$ cat src/rtl/rv32i_single_cycle_core.sv
// Single-cycle RV32I integer core: fetch, decode, execute and retire one instruction per clock.
// Load/store sizing and extension are handled by an external organizer driven from Mem_type_sel.
module rv32i_single_cycle_core #(
   parameter int          size     = 32,
   parameter logic [31:0] RESET_PC = 32'h0000_0000
) (
   input  logic            clk,
   input  logic            reset,
   input  logic [size-1:0] instruction,
   input  logic [size-1:0] Data_in,
   output logic [size-1:0] Data_out,
   output logic [size-1:0] Addr_out,
   output logic [size-1:0] PC_Addr,
   output logic [2:0]      Mem_type_sel,
   output logic            Mem_write
);

   localparam logic [6:0] OPC_LUI    = 7'b0110111;
   localparam logic [6:0] OPC_AUIPC  = 7'b0010111;
   localparam logic [6:0] OPC_JAL    = 7'b1101111;
   localparam logic [6:0] OPC_JALR   = 7'b1100111;
   localparam logic [6:0] OPC_BRANCH = 7'b1100011;
   localparam logic [6:0] OPC_LOAD   = 7'b0000011;
   localparam logic [6:0] OPC_STORE  = 7'b0100011;
   localparam logic [6:0] OPC_OPIMM  = 7'b0010011;
   localparam logic [6:0] OPC_OP     = 7'b0110011;

   typedef enum logic [3:0] {
      ALU_ADD,
      ALU_SUB,
      ALU_SLL,
      ALU_SLT,
      ALU_SLTU,
      ALU_XOR,
      ALU_SRL,
      ALU_SRA,
      ALU_OR,
      ALU_AND,
      ALU_PASS_B
   } alu_op_t;

   typedef enum logic [1:0] {
      WB_ALU,
      WB_MEM,
      WB_LINK
   } wb_sel_t;

   logic [size-1:0] r_pc;
   logic [size-1:0] r_regs [0:31];

   logic [6:0]      w_opcode;
   logic [4:0]      w_rd;
   logic [4:0]      w_rs1;
   logic [4:0]      w_rs2;
   logic [2:0]      w_funct3;
   logic            w_funct7b5;

   logic [size-1:0] w_imm_i;
   logic [size-1:0] w_imm_s;
   logic [size-1:0] w_imm_b;
   logic [size-1:0] w_imm_u;
   logic [size-1:0] w_imm_j;

   logic [size-1:0] w_rs1_val;
   logic [size-1:0] w_rs2_val;

   alu_op_t         w_alu_op;
   wb_sel_t         w_wb_sel;
   logic            w_src_a_pc;
   logic            w_src_b_imm;
   logic [size-1:0] w_imm;
   logic            w_reg_we;
   logic            w_is_branch;
   logic            w_is_jal;
   logic            w_is_jalr;
   logic            w_mem_write;
   logic [2:0]      w_mem_type;

   logic [size-1:0] w_alu_a;
   logic [size-1:0] w_alu_b;
   logic [4:0]      w_shamt;
   logic [size-1:0] w_alu_result;

   logic            w_br_eq;
   logic            w_br_lt;
   logic            w_br_ltu;
   logic            w_br_taken;

   logic [size-1:0] w_pc_plus4;
   logic [size-1:0] w_next_pc;
   logic [size-1:0] w_wb_data;

   assign w_opcode   = instruction[6:0];
   assign w_rd       = instruction[11:7];
   assign w_funct3   = instruction[14:12];
   assign w_rs1      = instruction[19:15];
   assign w_rs2      = instruction[24:20];
   assign w_funct7b5 = instruction[30];

   assign w_imm_i = {{20{instruction[31]}}, instruction[31:20]};
   assign w_imm_s = {{20{instruction[31]}}, instruction[31:25], instruction[11:7]};
   assign w_imm_b = {{19{instruction[31]}}, instruction[31], instruction[7],
                     instruction[30:25], instruction[11:8], 1'b0};
   assign w_imm_u = {instruction[31:12], 12'b0};
   assign w_imm_j = {{11{instruction[31]}}, instruction[31], instruction[19:12],
                     instruction[20], instruction[30:21], 1'b0};

   // x0 is hardwired to zero regardless of the storage contents
   assign w_rs1_val = (w_rs1 == 5'd0) ? '0 : r_regs[w_rs1];
   assign w_rs2_val = (w_rs2 == 5'd0) ? '0 : r_regs[w_rs2];

   function automatic alu_op_t f3_to_alu(input logic [2:0] f3, input logic alt);
      alu_op_t op;
      case (f3)
         3'b000:  op = alt ? ALU_SUB : ALU_ADD;
         3'b001:  op = ALU_SLL;
         3'b010:  op = ALU_SLT;
         3'b011:  op = ALU_SLTU;
         3'b100:  op = ALU_XOR;
         3'b101:  op = alt ? ALU_SRA : ALU_SRL;
         3'b110:  op = ALU_OR;
         default: op = ALU_AND;
      endcase
      return op;
   endfunction

   always_comb begin
      w_alu_op    = ALU_ADD;
      w_wb_sel    = WB_ALU;
      w_src_a_pc  = 1'b0;
      w_src_b_imm = 1'b1;
      w_imm       = w_imm_i;
      w_reg_we    = 1'b0;
      w_is_branch = 1'b0;
      w_is_jal    = 1'b0;
      w_is_jalr   = 1'b0;
      w_mem_write = 1'b0;
      w_mem_type  = 3'b010;
      case (w_opcode)
         OPC_LUI: begin
            w_alu_op = ALU_PASS_B;
            w_imm    = w_imm_u;
            w_reg_we = 1'b1;
         end
         OPC_AUIPC: begin
            w_src_a_pc = 1'b1;
            w_imm      = w_imm_u;
            w_reg_we   = 1'b1;
         end
         OPC_JAL: begin
            w_is_jal = 1'b1;
            w_reg_we = 1'b1;
            w_wb_sel = WB_LINK;
         end
         OPC_JALR: begin
            w_is_jalr = 1'b1;
            w_reg_we  = 1'b1;
            w_wb_sel  = WB_LINK;
         end
         OPC_BRANCH: begin
            w_is_branch = 1'b1;
            w_src_b_imm = 1'b0;
            w_alu_op    = ALU_SUB;
         end
         OPC_LOAD: begin
            w_reg_we   = 1'b1;
            w_wb_sel   = WB_MEM;
            w_mem_type = w_funct3;
         end
         OPC_STORE: begin
            w_imm       = w_imm_s;
            w_mem_write = 1'b1;
            w_mem_type  = w_funct3;
         end
         // bit 30 of an I-immediate only selects SRAI; for ADDI it is ordinary immediate data
         OPC_OPIMM: begin
            w_reg_we = 1'b1;
            w_alu_op = f3_to_alu(w_funct3, (w_funct3 == 3'b101) && w_funct7b5);
         end
         OPC_OP: begin
            w_src_b_imm = 1'b0;
            w_reg_we    = 1'b1;
            w_alu_op    = f3_to_alu(w_funct3, w_funct7b5);
         end
         default: begin
            w_reg_we = 1'b0;
         end
      endcase
   end

   assign w_alu_a = w_src_a_pc  ? r_pc  : w_rs1_val;
   assign w_alu_b = w_src_b_imm ? w_imm : w_rs2_val;
   assign w_shamt = w_alu_b[4:0];

   always_comb begin
      w_alu_result = '0;
      case (w_alu_op)
         ALU_ADD:    w_alu_result = w_alu_a + w_alu_b;
         ALU_SUB:    w_alu_result = w_alu_a - w_alu_b;
         ALU_SLL:    w_alu_result = w_alu_a << w_shamt;
         ALU_SLT:    w_alu_result = {{(size-1){1'b0}}, $signed(w_alu_a) < $signed(w_alu_b)};
         ALU_SLTU:   w_alu_result = {{(size-1){1'b0}}, w_alu_a < w_alu_b};
         ALU_XOR:    w_alu_result = w_alu_a ^ w_alu_b;
         ALU_SRL:    w_alu_result = w_alu_a >> w_shamt;
         ALU_SRA:    w_alu_result = $unsigned($signed(w_alu_a) >>> w_shamt);
         ALU_OR:     w_alu_result = w_alu_a | w_alu_b;
         ALU_AND:    w_alu_result = w_alu_a & w_alu_b;
         ALU_PASS_B: w_alu_result = w_alu_b;
         default:    w_alu_result = '0;
      endcase
   end

   assign w_br_eq  = (w_rs1_val == w_rs2_val);
   assign w_br_lt  = ($signed(w_rs1_val) < $signed(w_rs2_val));
   assign w_br_ltu = (w_rs1_val < w_rs2_val);

   always_comb begin
      w_br_taken = 1'b0;
      case (w_funct3)
         3'b000:  w_br_taken = w_br_eq;
         3'b001:  w_br_taken = !w_br_eq;
         3'b100:  w_br_taken = w_br_lt;
         3'b101:  w_br_taken = !w_br_lt;
         3'b110:  w_br_taken = w_br_ltu;
         3'b111:  w_br_taken = !w_br_ltu;
         default: w_br_taken = 1'b0;
      endcase
   end

   assign w_pc_plus4 = r_pc + 32'd4;

   // JALR reuses the ALU sum rs1+I-imm, so a JALR with rd==rs1 sees the old rs1
   always_comb begin
      w_next_pc = w_pc_plus4;
      if (w_is_jal) begin
         w_next_pc = r_pc + w_imm_j;
      end else if (w_is_jalr) begin
         w_next_pc = w_alu_result & ~32'd1;
      end else if (w_is_branch && w_br_taken) begin
         w_next_pc = r_pc + w_imm_b;
      end
   end

   always_comb begin
      w_wb_data = w_alu_result;
      case (w_wb_sel)
         WB_MEM:  w_wb_data = Data_in;
         WB_LINK: w_wb_data = w_pc_plus4;
         default: w_wb_data = w_alu_result;
      endcase
   end

   always_ff @(posedge clk or negedge reset) begin
      if (!reset) begin
         r_pc <= RESET_PC;
      end else begin
         r_pc <= w_next_pc;
      end
   end

   always_ff @(posedge clk or negedge reset) begin
      if (!reset) begin
         for (int i = 0; i < 32; i++) begin
            r_regs[i] <= '0;
         end
      end else if (w_reg_we && (w_rd != 5'd0)) begin
         r_regs[w_rd] <= w_wb_data;
      end
   end

   assign PC_Addr      = {2'b00, r_pc[31:2]};
   assign Addr_out     = w_alu_result;
   assign Data_out     = w_rs2_val;
   assign Mem_type_sel = w_mem_type;
   assign Mem_write    = w_mem_write;

endmodule

$ cat config.mk
export PLATFORM = sky130hd
export DESIGN_NAME = rv32i_single_cycle_core
export DESIGN_NICKNAME = d
export VERILOG_FILES = /design/src/rtl/rv32i_single_cycle_core.sv
export SDC_FILE = /design/constraint.sdc
export NUM_CORES = 2
export LEC_CHECK = 0
export BUFFER_PORTS_ARGS = -buffer_cell sky130_fd_sc_hd__buf_4
export CELL_PAD_IN_SITES_DETAIL_PLACEMENT = 1
export CELL_PAD_IN_SITES_GLOBAL_PLACEMENT = 1
export CORE_AREA = 2 2 374 376
export CTS_BUF_LIST = sky130_fd_sc_hd__clkbuf_8 sky130_fd_sc_hd__clkbuf_16
export CTS_CLUSTER_SIZE = 28
export DETAILED_ROUTE_END_ITERATION = 8
export DIE_AREA = 0 0 376 378
export GPL_ROUTABILITY_DRIVEN = 0
export MAX_ROUTING_LAYER = met4
export PLACE_DENSITY_LB_ADDON = 0.1
export SYNTH_ARGS = -nofsm -noshare
export SYNTH_HDL_FRONTEND = slang
export SYNTH_SLANG_ARGS = --single-unit
$ cat constraint.sdc
create_clock -name clk -period 11.3 [get_ports clk]
set_clock_uncertainty 0.1 [all_clocks]
set_input_delay 1.695 -clock clk [delete_from_list [all_inputs] [get_ports clk]]
set_output_delay 1.695 -clock clk [all_outputs]
set_load 0.05 [all_outputs]
==> results_dict.tcl <==
set metrics [dict create \
    status "complete, but fails checks" \
    violations "design-rule violations, max-capacitance violations" \
    crit_path_frequent_cell "buf_4" \
    synth_seq_area_share 0.377 \
    start_kind "input pin" \
    num_vias 65600 \
    cts_buffers 117 \
    grt_pass1_wl_um 473000 \
    overflow 0 \
    cts_max_level 3 \
    synth.cell_area_mm2 0.0700 \
    grt_max_degree 174 \
    slew_headroom 0.000114 \
    finalSetupTns_ps 0 \
    critPathKind "input pin to output port" \
    ant_nets 0 \
    setup_ws_ps 194 \
    ys_types 96 \
    critical_path.cell_chain "buf_8 -> buf_4 -> mux4_2 -> mux4_2 -> mux2i_1 -> nor2_1 -> a21oi_1 -> inv_1 -> ha_1 -> o21ai_0 -> o211a_1 -> a2111oi_0 -> buf_4 -> o32ai_1 -> o21ai_0 -> a21oi_1 -> nor4_2 -> inv_1 -> buf_4" \
    clock_latency_ps 810 \
    start_util 0.506 \
    ys.flop_type "dfrtp_1" \
    fin_crit_ps 11110 \
    whs_path_depth 0 \
    setup_violations 0 \
    die_w_um 376 \
    die_h_um 378 \
    area_growth_pct 10.1 \
    final_cell_count_no_fill 9039 \
    async_reset_ff_frac 1.00 \
    ios 166 \
    cts_repair_resize_count 0 \
    syn-instance-count 7277 \
    p_leak_nw 34.5 \
    hold_viol_final 0 \
    min_path_type "flip-flop to flip-flop" \
    dp_hpwl_um 218000 \
    pwr_density_cell_mw_per_mm2 173 \
    period_share 0.983 \
    hold_buffers 0 \
    grt_usage 0.472 \
    nets 7339 \
    intPower_mw 7.94 \
    grt_setup_unrepaired "no" \
    dieArea_mm2 0.142 \
    p_comb_frac 0.351 \
    drt_iter0_markers 9304 \
    grt_pass1_vias 66400 \
    yosysWarnings 0 \
    crit_fanout 55 \
    slowest_delay_ps 1110 \
    num_rows 137 \
    place_inst 8777 \
    critPathRequiredTime_ps 9510 \
    drcViolationCount 144 \
    drt-total-wl_um 329000 \
    ys_ff_latch 1055 \
    cts-root-buf "clkbuf_16" \
    synth_edf_count 0 \
    cts_tree "built" \
    rr_worst_depth 19 \
    power.share.clock 0.307 \
    stdcell_area_mm2 0.0771 \
    tightest_slew_ps 1490 \
    clkTransAtPathRegs_ps 60 \
    core-area_mm2 0.139 \
    postCtsSetupRepairBufs 0 \
    vdd_drop_max_mv 0.131 \
    grt_antenna_before_repair 41 \
    io_buffer_count 163 \
    wire_per_inst_um 36.4 \
    sw_frac_of_total 0.406 \
    postPlaceCellArea_mm2 0.0728 \
    p_seq_frac 0.343 \
    crit_arrival_ps 9310 \
    whs_ps 298 \
    place_ws_ps 698 \
    slew_violations 0 \
    synth.avg_cell_area_um2 9.62 \
    viasPerCell 7.26 \
    crit_path_top_delay_cell "a21oi_1" \
    power.switching_mw 5.43 \
    cts.sinks 1055 \
    cts_buffer_depth 3 \
    crit_path_end_kind "output port" \
    fmax_mhz 90.0 \
    finish.utilization 0.557 \
    power.total_mw 13.4 \
    max-cap-violations 3 \
    drive_gt1_frac 0.172 \
    dr.pass1.iters 9 \
    fill_cells 15300 \
]
[worst paths after layout]
kind	from	slack [ps]	endpoint
worst max-delay path	instruction[20]	190	Addr_out[29]
worst min-delay path	r_regs[999]	300	r_regs[999]
worst max register to register	r_regs[178]	3370	r_regs[445]
worst min register to register	r_regs[999]	300	r_regs[999]
max in group asynchronous	reset	7730	r_regs[498]
min in group asynchronous	reset	830	r_regs[289]
[layout by cell type (no fill, tap or decap), types with 58 or more instances in the layout]
cell type  count
a21o_1        60
nor2_1       232
nand3_1       75
o22ai_1       71
buf_4        384
xnor2_1       74
mux4_2       358
inv_1        183
ha_1         178
a22oi_1      245
mux2_2       136
nand2_1     1120
clkbuf_16    118
o21ai_0     1036
mux2i_1      599
a21oi_1      289
a211oi_1      58
dfrtp_1     1055
[critical path: cells and delay by family]
family | cells | cell delay [ps]
adders and majority gates | 1 | 550
buffers and inverters | 6 | 1480
muxes | 3 | 1710
and+or+nand+nor | 2 | 820
AOI/OAI and AO/OA | 7 | 2830
[per-layer routing]
metal,GRT usage,share of wire,wire [um]
met1,0.570,0.37,122000
met2,0.665,0.42,139000
met3,0.170,0.13,41300
met4,0.306,0.080,26300
met5,-,0,0
[power groups by stage]
| stage | combinational [mW] | sequential, mW | clock [mW] |
|---|---|---|---|
| 6_report | 4.69 | 4.58 | 4.10 |
| 5_1_grt | 4.86 | 4.58 | 4.26 |
| 4_1_cts | 4.46 | 4.53 | 4.11 |
| 3_5_place_dp | 4.43 | 4.59 | 0 |
| 3_3_place_gp | 4.33 | 4.57 | 0 |
| 2_1_floorplan | 2.91 | 4.36 | 0 |
[kinds of logic after synthesis]
group | synth area share
multiplexers | 0.223
buffers and inverters | 0.0575
XOR/XNOR | 0.0134
flip-flops | 0.377
AND/OR/NAND/NOR | 0.111
adder cells (fa/ha/maj) | 0.0331
other | 0.0000536
AO/OA/AOI/OAI | 0.186
[state kept, by name, summed over array words and instances (netlist names)]
name and flops:
r_regs 1024, r_pc 31
[cells in the mapped netlist (49+ instances only)]
cell,count,area (um2)
o22ai_1,71,444
nand3_1,75,375
inv_1,156,586
ha_1,179,2240
a21oi_1,294,1470
nand2_1,1153,4330
xnor2_1,74,648
buf_2,110,551
dfrtp_1,1055,26400
buf_4,90,676
mux2i_1,599,6000
clkbuf_1,467,1750
nor4_1,49,307
mux4_2,358,8060
mux2_2,136,1530
nor2b_1,56,350
a211oi_1,58,435
a21o_1,60,450
a22oi_1,245,1840
nor3_1,57,285
o21ai_0,1050,5260
nor2_1,238,893
[final cells by class]
| cell class | instances | area, um2 | area share |
|---|---|---|---|
| Multi-Input combinational cell | 5338 | 40200 | 0.521 |
| Sequential cell | 1055 | 26400 | 0.342 |
| Timing Repair Buffer | 413 | 3410 | 0.0442 |
| Clock buffer | 149 | 3380 | 0.0438 |
| Tap cell | 1807 | 2260 | 0.0293 |
| Clock inverter | 69 | 732 | 0.00950 |
| Inverter | 165 | 619 | 0.00803 |
| Antenna cell | 43 | 108 | 0.00140 |
(Power assumes the default switching activity.)
